`src/rtl/manch_pkg.sv`:
```
// Shared types and timing-window helpers for the Manchester demodulator.
// All window bounds derive from the half-bit length in clk cycles.
package manch_pkg;

  localparam int HALF_BIT_DEF = 4;

  typedef enum logic [1:0] {
    IDLE   = 2'd0,
    SYNC   = 2'd1,
    LOCKED = 2'd2
  } state_t;

  function automatic logic [7:0] sync_lo(input int h);
    return 8'(2 * h - h / 2);
  endfunction

  function automatic logic [7:0] sync_hi(input int h);
    return 8'(2 * h + h / 2);
  endfunction

  function automatic logic [7:0] lock_lo(input int h);
    return 8'((3 * h) / 2);
  endfunction

  function automatic logic [7:0] lock_hi(input int h);
    return 8'((5 * h) / 2);
  endfunction

  function automatic logic [7:0] lock_timeout(input int h);
    return 8'((5 * h) / 2 + 1);
  endfunction

endpackage

```
`src/rtl/manch_demod_if.sv`:
```
// Line input, enable and decoded-bit outputs of the Manchester demodulator.
// master = line/enable driver, slave = demodulator.
interface manch_demod_if;
  logic in_enable;
  logic in_manch;
  logic out_data;
  logic out_valid;
  logic out_locked;
  logic out_err;

  modport master (
    output in_enable,
    output in_manch,
    input  out_data,
    input  out_valid,
    input  out_locked,
    input  out_err
  );

  modport slave (
    input  in_enable,
    input  in_manch,
    output out_data,
    output out_valid,
    output out_locked,
    output out_err
  );
endinterface

```
`src/rtl/manch_edge_det.sv`:
```
// Line synchronizer, optional 3-sample majority filter (MANCH_GLITCH_FILTER_EN), edge detect.
// Edge pulse 2 clk after a line change (3 with filter); no backpressure.
module manch_edge_det (
  input  logic clk,
  input  logic rst_n,
  input  logic i_manch,
  output logic o_rise,
  output logic o_fall
);

  logic r_sync1;
  logic r_sync2;
  logic r_prev;
  logic w_line;

  always_ff @(posedge clk or negedge rst_n) begin
    if (!rst_n) begin
      r_sync1 <= 1'b0;
      r_sync2 <= 1'b0;
    end else begin
      r_sync1 <= i_manch;
      r_sync2 <= r_sync1;
    end
  end

`ifdef MANCH_GLITCH_FILTER_EN
  logic r_hist1;
  logic r_hist2;

  always_ff @(posedge clk or negedge rst_n) begin
    if (!rst_n) begin
      r_hist1 <= 1'b0;
      r_hist2 <= 1'b0;
    end else begin
      r_hist1 <= r_sync2;
      r_hist2 <= r_hist1;
    end
  end

  // A level must be seen on two of three consecutive samples to pass.
  assign w_line = (r_sync2 & r_hist1) | (r_sync2 & r_hist2) | (r_hist1 & r_hist2);
`else
  assign w_line = r_sync2;
`endif

  always_ff @(posedge clk or negedge rst_n) begin
    if (!rst_n) begin
      r_prev <= 1'b0;
    end else begin
      r_prev <= w_line;
    end
  end

  assign o_rise = w_line & ~r_prev;
  assign o_fall = ~w_line & r_prev;

endmodule

```
`src/rtl/manch_demod.sv`:
```
// Manchester demodulator: IDLE/SYNC/LOCKED FSM, interval counter, registered outputs.
// Line change to out_valid 3 clk (4 with MANCH_GLITCH_FILTER_EN); no backpressure.
module manch_demod
  import manch_pkg::*;
#(
  parameter int HALF_BIT = HALF_BIT_DEF
) (
  input logic          clk,
  input logic          rst_n,
  manch_demod_if.slave bus
);

  localparam logic [7:0] SYNC_LO = sync_lo(HALF_BIT);
  localparam logic [7:0] SYNC_HI = sync_hi(HALF_BIT);
  localparam logic [7:0] LOCK_LO = lock_lo(HALF_BIT);
  localparam logic [7:0] LOCK_HI = lock_hi(HALF_BIT);
  localparam logic [7:0] LOCK_TO = lock_timeout(HALF_BIT);

  state_t     r_state;
  state_t     w_nxt_state;
  logic [7:0] r_cnt;
  logic [7:0] w_nxt_cnt;
  logic       r_data;
  logic       w_nxt_data;
  logic       r_valid;
  logic       w_nxt_valid;
  logic       r_err;
  logic       w_nxt_err;
  logic       r_locked;
  logic       w_rise;
  logic       w_fall;
  logic       w_edge;

  manch_edge_det u_edge_det (
    .clk     (clk),
    .rst_n   (rst_n),
    .i_manch (bus.in_manch),
    .o_rise  (w_rise),
    .o_fall  (w_fall)
  );

  assign w_edge = w_rise | w_fall;

  always_comb begin
    w_nxt_state = r_state;
    w_nxt_cnt   = r_cnt;
    w_nxt_data  = r_data;
    w_nxt_valid = 1'b0;
    w_nxt_err   = 1'b0;
    if (!bus.in_enable) begin
      w_nxt_state = IDLE;
      w_nxt_cnt   = 8'd0;
    end else begin
      case (r_state)
        IDLE: begin
          w_nxt_state = SYNC;
          w_nxt_cnt   = 8'd0;
        end
        SYNC: begin
          if (w_edge) begin
            w_nxt_cnt = 8'd0;
            // Only a full-bit gap identifies a mid-bit edge; half-bit gaps are ambiguous.
            if (r_cnt >= SYNC_LO && r_cnt <= SYNC_HI) begin
              w_nxt_data  = w_rise;
              w_nxt_valid = 1'b1;
              w_nxt_state = LOCKED;
            end
          end else if (r_cnt != 8'hFF) begin
            w_nxt_cnt = r_cnt + 8'd1;
          end
        end
        LOCKED: begin
          if (w_edge && r_cnt >= LOCK_LO && r_cnt <= LOCK_HI) begin
            w_nxt_data  = w_rise;
            w_nxt_valid = 1'b1;
            w_nxt_cnt   = 8'd0;
          end else if (r_cnt == LOCK_TO - 8'd1) begin
            w_nxt_err   = 1'b1;
            w_nxt_state = SYNC;
            w_nxt_cnt   = 8'd0;
          end else begin
            w_nxt_cnt = r_cnt + 8'd1;
          end
        end
        default: begin
          w_nxt_state = IDLE;
          w_nxt_cnt   = 8'd0;
        end
      endcase
    end
  end

  always_ff @(posedge clk or negedge rst_n) begin
    if (!rst_n) begin
      r_state  <= IDLE;
      r_cnt    <= 8'd0;
      r_data   <= 1'b0;
      r_valid  <= 1'b0;
      r_err    <= 1'b0;
      r_locked <= 1'b0;
    end else begin
      r_state  <= w_nxt_state;
      r_cnt    <= w_nxt_cnt;
      r_data   <= w_nxt_data;
      r_valid  <= w_nxt_valid;
      r_err    <= w_nxt_err;
      r_locked <= (w_nxt_state == LOCKED);
    end
  end

  assign bus.out_data   = r_data;
  assign bus.out_valid  = r_valid;
  assign bus.out_locked = r_locked;
  assign bus.out_err    = r_err;

endmodule
```
`src/flat_wrapper.sv`:
```
// flat-port wrapper written by rule: the top's interface ports become plain ports
module manch_demod_flat import manch_pkg::*;
#(
  parameter int HALF_BIT = HALF_BIT_DEF
)
  (clk, rst_n, bus_in_enable, bus_in_manch, bus_out_data, bus_out_valid, bus_out_locked, bus_out_err);
  manch_demod_if bus_i ();
  input logic clk;
  input logic rst_n;
  input wire logic [$bits(bus_i.in_enable)-1:0] bus_in_enable;
  input wire logic [$bits(bus_i.in_manch)-1:0] bus_in_manch;
  output wire logic [$bits(bus_i.out_data)-1:0] bus_out_data;
  output wire logic [$bits(bus_i.out_valid)-1:0] bus_out_valid;
  output wire logic [$bits(bus_i.out_locked)-1:0] bus_out_locked;
  output wire logic [$bits(bus_i.out_err)-1:0] bus_out_err;
  assign bus_i.in_enable = bus_in_enable;
  assign bus_i.in_manch = bus_in_manch;
  assign bus_out_data = bus_i.out_data;
  assign bus_out_valid = bus_i.out_valid;
  assign bus_out_locked = bus_i.out_locked;
  assign bus_out_err = bus_i.out_err;
  manch_demod #(.HALF_BIT(HALF_BIT)) u_core (.clk(clk), .rst_n(rst_n), .bus(bus_i));
endmodule
```
`config.mk`:
```
export PLATFORM = sky130hd
export DESIGN_NAME = manch_demod_flat
export DESIGN_NICKNAME = d
export VERILOG_FILES = /design/src/rtl/manch_pkg.sv /design/src/rtl/manch_demod_if.sv /design/src/rtl/manch_edge_det.sv /design/src/rtl/manch_demod.sv /design/src/flat_wrapper.sv
export SDC_FILE = /design/constraint.sdc
export NUM_CORES = 1
export LEC_CHECK = 0
export ABC_CLOCK_PERIOD_IN_PS = 1900
export CAP_MARGIN = 20
export CORE_MARGIN = 2
export CORE_UTILIZATION = 50
export DETAILED_ROUTE_END_ITERATION = 8
export PLACE_DENSITY = 0.73
export SLEW_MARGIN = 20
export SYNTH_ARGS = -nofsm -noshare
export SYNTH_HDL_FRONTEND = slang
export SYNTH_SLANG_ARGS = --single-unit
```
`constraint.sdc`:
```
create_clock -name clk -period 1.9 [get_ports clk]
set_clock_uncertainty 0.05 [all_clocks]
set_input_delay 0.475 -clock clk [delete_from_list [all_inputs] [get_ports clk]]
set_output_delay 0.475 -clock clk [all_outputs]
set_load 0.01 [all_outputs]
```
==> flow_summary.html, run 1 <==
<table>
<tr><th>Metric</th><th>Value</th></tr>
<tr><th colspan="2">Routing</th></tr>
<tr><td>WL met3</td><td>approximately 82 um</td></tr>
<tr><td>Vias per inst</td><td>roughly 5.7</td></tr>
<tr><td>Starting DRT DRC Count</td><td>29</td></tr>
<tr><td>Detailed-route wire length</td><td>about 2000 um</td></tr>
<tr><td>Number of routed nets with antenna violations</td><td>0</td></tr>
<tr><td>Detail-routed net length per standard cell</td><td>roughly 14 um</td></tr>
<tr><td>Remaining routing DRC violations</td><td>0</td></tr>
<tr><td>Iteration count of the initial detailed-routing pass</td><td>4</td></tr>
<tr><td>Metal-1 WL</td><td>924 um</td></tr>
<tr><td>Uppermost routed layer</td><td>met4</td></tr>
<tr><td>Met2 routed WL</td><td>962 um</td></tr>
<tr><td>Detailed-route via count</td><td>~810</td></tr>
<tr><th colspan="2">Worst setup path</th></tr>
<tr><td>Logic depth of the worst register-to-register path</td><td>6</td></tr>
<tr><td>Buffer and inverter count on the worst path</td><td>1</td></tr>
<tr><td>Crit path depth</td><td>6</td></tr>
<tr><td>Largest stage delay on the critical path</td><td>~400 ps</td></tr>
<tr><td>Worst Path Max Fanout</td><td>8</td></tr>
<tr><td>Element type at the critical path start</td><td>flop</td></tr>
<tr><td>Class of the most critical setup path</td><td>reg2reg</td></tr>
<tr><td>Critical path cell sequence</td><td>inv_2 -&gt; ha_4 -&gt; mux2_2 -&gt; o32a_1 -&gt; o31ai_4 -&gt; o31ai_1</td></tr>
<tr><td>Kind of capture point of the worst setup path</td><td>flop</td></tr>
<tr><td>Max stage delay cell, worst path</td><td>sky130_fd_sc_hd__o31ai_4</td></tr>
<tr><td>Data required, critical path</td><td>between 2000 and 2500 ps</td></tr>
<tr><td>Dominant delay contributor by cell family on the critical path</td><td>compound AO/OA/AOI/OAI gates</td></tr>
<tr><td>CP Data Arrival Time</td><td>around 2000 ps</td></tr>
<tr><th colspan="2">CTS</th></tr>
<tr><td>Post-CTS Hold Buffers</td><td>0</td></tr>
<tr><td>Total CTS buffers</td><td>3</td></tr>
<tr><td>Number of H-tree branching levels</td><td>1</td></tr>
<tr><td>Root cell of the clock tree</td><td>sky130_fd_sc_hd__clkbuf_4</td></tr>
<tr><td>Clk slew on worst S/H paths</td><td>100 ps</td></tr>
<tr><td>Clock latency on the worst-skew pair</td><td>300 ps</td></tr>
<tr><td>TritonCTS clock tree</td><td>built</td></tr>
<tr><td>Clock net sink count</td><td>17</td></tr>
<tr><td>Maximum buffer depth of the clock tree</td><td>2</td></tr>
<tr><th colspan="2">Pwr</th></tr>
<tr><td>Total power divided by cell area</td><td>approximately 560 nW/um2</td></tr>
<tr><td>Switching power of the nets</td><td>176 uW</td></tr>
<tr><td>Fraction of power consumed by sequential logic</td><td>56.1%</td></tr>
<tr><td>Sw Share</td><td>around a quarter</td></tr>
<tr><td>Leakage power of the design</td><td>0.503 nW</td></tr>
<tr><td>Maximum ir drop on the vdd rail</td><td>roughly 0.00036 V</td></tr>
<tr><td>Power share of the clock group</td><td>~30%</td></tr>
<tr><td>Cell internal pwr</td><td>around 500 uW</td></tr>
<tr><td>Combinational fraction of design power</td><td>between 10 and 15%</td></tr>
<tr><th colspan="2">Min path</th></tr>
<tr><td>Hold/Removal Path Class</td><td>reg2reg</td></tr>
<tr><td>Hold path depth</td><td>0</td></tr>
<tr><th colspan="2">STA</th></tr>
<tr><td>Achievable frequency</td><td>between 500 and 600 MHz</td></tr>
<tr><td>Final-report setup violation count</td><td>0</td></tr>
<tr><td>Share of the cycle needed by the critical path after routing</td><td>97.0%</td></tr>
<tr><td>Number of pins exceeding their max-slew limit in the final report</td><td>0</td></tr>
<tr><td>Setup repair after global routing missed its margin</td><td>yes</td></tr>
<tr><td>Post-route worst setup slack</td><td>approximately 57 ps</td></tr>
<tr><td>Headroom to the max-slew limit</td><td>73.6%</td></tr>
<tr><td>Slew at the pin closest to its max-slew limit</td><td>around 400 ps</td></tr>
<tr><td>Number of endpoints with negative hold slack in the final report</td><td>0</td></tr>
<tr><td>Post-route minimum period</td><td>between 1500 and 2000 ps</td></tr>
<tr><th colspan="2">Placement</th></tr>
<tr><td>RePlAce Congestion</td><td>0.812</td></tr>
<tr><td>Worst setup slack after placement</td><td>~6.5 ps</td></tr>
<tr><td>Port bufs</td><td>7</td></tr>
<tr><td>Placement-stage cell area</td><td>roughly 1100 um2</td></tr>
<tr><td>DP HPWL</td><td>1510 um</td></tr>
<tr><th colspan="2">Global route</th></tr>
<tr><td>Wire length of the first global-routing pass</td><td>approximately 3300 um</td></tr>
<tr><td>Number of global-route vias before repair</td><td>between 700 and 800</td></tr>
<tr><td>Total routing usage reported by global routing</td><td>around a fifth</td></tr>
<tr><td>Initial antenna violation count</td><td>0</td></tr>
<tr><td>Maximum number of pins on one net before global-route repair</td><td>18</td></tr>
<tr><td>Total grt overflow</td><td>0</td></tr>
<tr><th colspan="2">Final layout</th></tr>
<tr><td>Layout filler cell count</td><td>between 100 and 150</td></tr>
<tr><td>Number of diodes added for antenna fixing</td><td>0</td></tr>
<tr><td>Most common library cell in the layout ignoring fill and taps</td><td>sky130_fd_sc_hd__dfrtp_1</td></tr>
<tr><td>Share of layout cells above drive strength 1</td><td>23.3%</td></tr>
<tr><td>Synthesis-to-finish area growth</td><td>23.2%</td></tr>
<tr><td>Final net count</td><td>around 130</td></tr>
<tr><td>Sequential cell area in the final layout</td><td>between 400 and 500 um2</td></tr>
<tr><td>Area used by multi-input combinational logic</td><td>542 um2</td></tr>
<tr><td>Highest-count cells in the layout ignoring fill and taps</td><td>sky130_fd_sc_hd__dfrtp_1 (16), sky130_fd_sc_hd__buf_4 (12), sky130_fd_sc_hd__nand2_1 (7), sky130_fd_sc_hd__o21ai_1 (7), sky130_fd_sc_hd__clkdlybuf4s50_1 (7)</td></tr>
<tr><td>Final instance area</td><td>1200 um2</td></tr>
<tr><th colspan="2">Floorplanning</th></tr>
<tr><td>Overall die width</td><td>between 40 and 50 um</td></tr>
<tr><td>Effective utilization at floorplan</td><td>between 50% and 60%</td></tr>
<tr><td>Placement row count</td><td>15</td></tr>
<tr><td>Die Ht</td><td>just under 50 um</td></tr>
<tr><td>Floorplan Core Area</td><td>around 1800 um2</td></tr>
<tr><td>DIE AREA</td><td>between 2000 and 2500 um2</td></tr>
<tr><td>Number of I/O pins</td><td>8</td></tr>
<tr><th colspan="2">Run status</th></tr>
<tr><td>Run status</td><td>finished, final reports clean</td></tr>
<tr><th colspan="2">Synthesis</th></tr>
<tr><td>Compound-cell area share of the yosys netlist</td><td>a little under a fifth</td></tr>
<tr><td>Number of instances in the synthesized netlist</td><td>96</td></tr>
<tr><td>Syn_nets</td><td>between 100 and 150</td></tr>
<tr><td>Post-synthesis share of cell area spent on full adders, half adders and majority gates</td><td>8.99%</td></tr>
<tr><td>Combinational family with the most area after synthesis</td><td>simple AND/OR/NAND/NOR gates</td></tr>
<tr><td>Number of warning messages in the yosys log</td><td>0</td></tr>
<tr><td>Portion of netlist area occupied by mux cells</td><td>2.31%</td></tr>
<tr><td>Sequential-to-total area share from yosys stat</td><td>between 40 and 50%</td></tr>
<tr><td>Post-synthesis instance area</td><td>slightly below 1000 um2</td></tr>
<tr><td>Post-synthesis simple-gate area fraction</td><td>a little under a fifth</td></tr>
<tr><td>FF+latch count, synth</td><td>17</td></tr>
<tr><td>Avg Cell Area, Syn</td><td>10.2 um2</td></tr>
<tr><td>Xor and xnor area share after synthesis</td><td>4.49%</td></tr>
<tr><td>Unique masters post-synth</td><td>36</td></tr>
<tr><th colspan="2">Flow run</th></tr>
<tr><td>Max-cap check violation count</td><td>0</td></tr>
</table>
[worst register-to-register path: cells and delay by family, from the launching register on]
kind | cells | cell delay (ps)
AO/OA/AOI/OAI | 3 | 770
adder cells (fa/ha/maj) | 1 | 200
buffers and inverters | 1 | 70
flip-flops | 1 | 380
multiplexers | 1 | 260
[per-stage QoR]
step / util [%] / setup TNS [ps] / power [mW] / hold WS (ps) / cells
after floorplan: - / 0 / 0.434 / 129 / 96
after global placement: 63.9 / 0 / 0.472 / 299 / 135
after detailed placement: 63.9 / 0 / 0.475 / 298 / 135
after CTS: 65.3 / 0 / 0.669 / 320 / 139
after global routing: 67.4 / -38.2 / 0.706 / 324 / 141
final: 67.4 / 0 / 0.671 / 317 / 141
[synth_stat cells, drive strengths merged]
cell type,number,area share (%)
o31ai,2,3.0
nand2,7,2.7
o311ai,1,0.90
or4,1,1.2
xor2,3,2.7
nand2b,2,1.3
nor4,1,1.3
mux2,2,2.3
or2,1,0.64
o32a,1,1.0
nor3,1,0.51
o2111ai,3,2.7
a311oi,1,0.90
and3,3,1.9
nand4,2,1.3
o41a,1,1.2
o21ai,8,4.1
nand3b,1,0.77
buf,1,0.51
dfrtp,17,44
o22ai,1,0.64
a21oi,3,1.5
clkbuf,2,0.77
nand3,6,3.1
o22a,1,0.90
o211ai,1,0.77
ha,7,9.0
xnor2,2,1.8
or3,1,0.64
o21ba,1,1.0
nor2,6,2.6
inv,4,1.5
and2,2,1.3
[sequential cells by signal, summed over array words and instances, names as in the netlist]
register	cells
u_core.u_edge_det.r_prev	1
u_core.bus.out_data	1
u_core.bus.out_valid	1
u_core.bus.out_locked	1
u_core.u_edge_det.r_sync1	1
u_core.r_state	2
u_core.bus.out_err	1
u_core.r_cnt	8
u_core.u_edge_det.r_sync2	1
[cells by family after synthesis]
group / Yosys count
adder cells (fa/ha/maj): 7
flip-flops: 17
buffers and inverters: 7
AND/OR/NAND/NOR: 34
AO/OA/AOI/OAI: 24
XOR/XNOR: 5
multiplexers: 2
[per-layer routing]
layer,vias up,global-route usage (%)
li1,400,-
met5,-,0
met1,381,27.7
met3,7,4.81
met4,0,11.4
met2,20,33.2
[timing repair]
| item | CTS | global route |
|---|---|---|
| setup buffers | 0 | 2 |
| endpoints found under the setup margin | 0 | 9 |
| hold endpoints to repair | 0 | 0 |
| resized for setup | 0 | 11 |
[layout make-up]
class | count | share of cell area (%)
Clock buffer | 4 | 2.19
Inverter | 4 | 1.25
Timing Repair Buffer | 19 | 13.3
Sequential cell | 17 | 35.5
Multi-Input combinational cell | 72 | 45.1
Tap cell | 25 | 2.60
[worst paths after layout]
path	to	start	slack, ps
max	u_core.r_cnt[1]$_DFFE_PN0P_	u_core.u_edge_det.r_prev$_DFF_PN0_	60
min in group asynchronous	u_core.bus.out_locked$_DFF_PN0_	rst_n	440
max reg2reg	u_core.r_cnt[1]$_DFFE_PN0P_	u_core.u_edge_det.r_prev$_DFF_PN0_	60
min reg2reg	u_core.u_edge_det.r_sync2$_DFF_PN0_	u_core.u_edge_det.r_sync1$_DFF_PN0_	320
min	u_core.u_edge_det.r_sync2$_DFF_PN0_	u_core.u_edge_det.r_sync1$_DFF_PN0_	320
max in group asynchronous	u_core.r_cnt[1]$_DFFE_PN0P_	rst_n	1160
[power by group through the flow]
stage | logic, mW | registers [mW] | clock network [mW]
after global routing | 0.107 | 0.378 | 0.222
after floorplan | 0.0528 | 0.381 | 0
after global placement | 0.0900 | 0.382 | 0
final | 0.0957 | 0.376 | 0.199
after detailed placement | 0.0919 | 0.383 | 0
after CTS | 0.0927 | 0.375 | 0.201
No activity file was read; power rests on OpenSTA's default activity.
==> run 2: changes to the inputs <==
- CAP_MARGIN: 20 -> default
- SKIP_CTS_REPAIR_TIMING: default -> 1
==> results of run 2 <==
No change in the layout: final DEF, timing and power equal those of run 1.
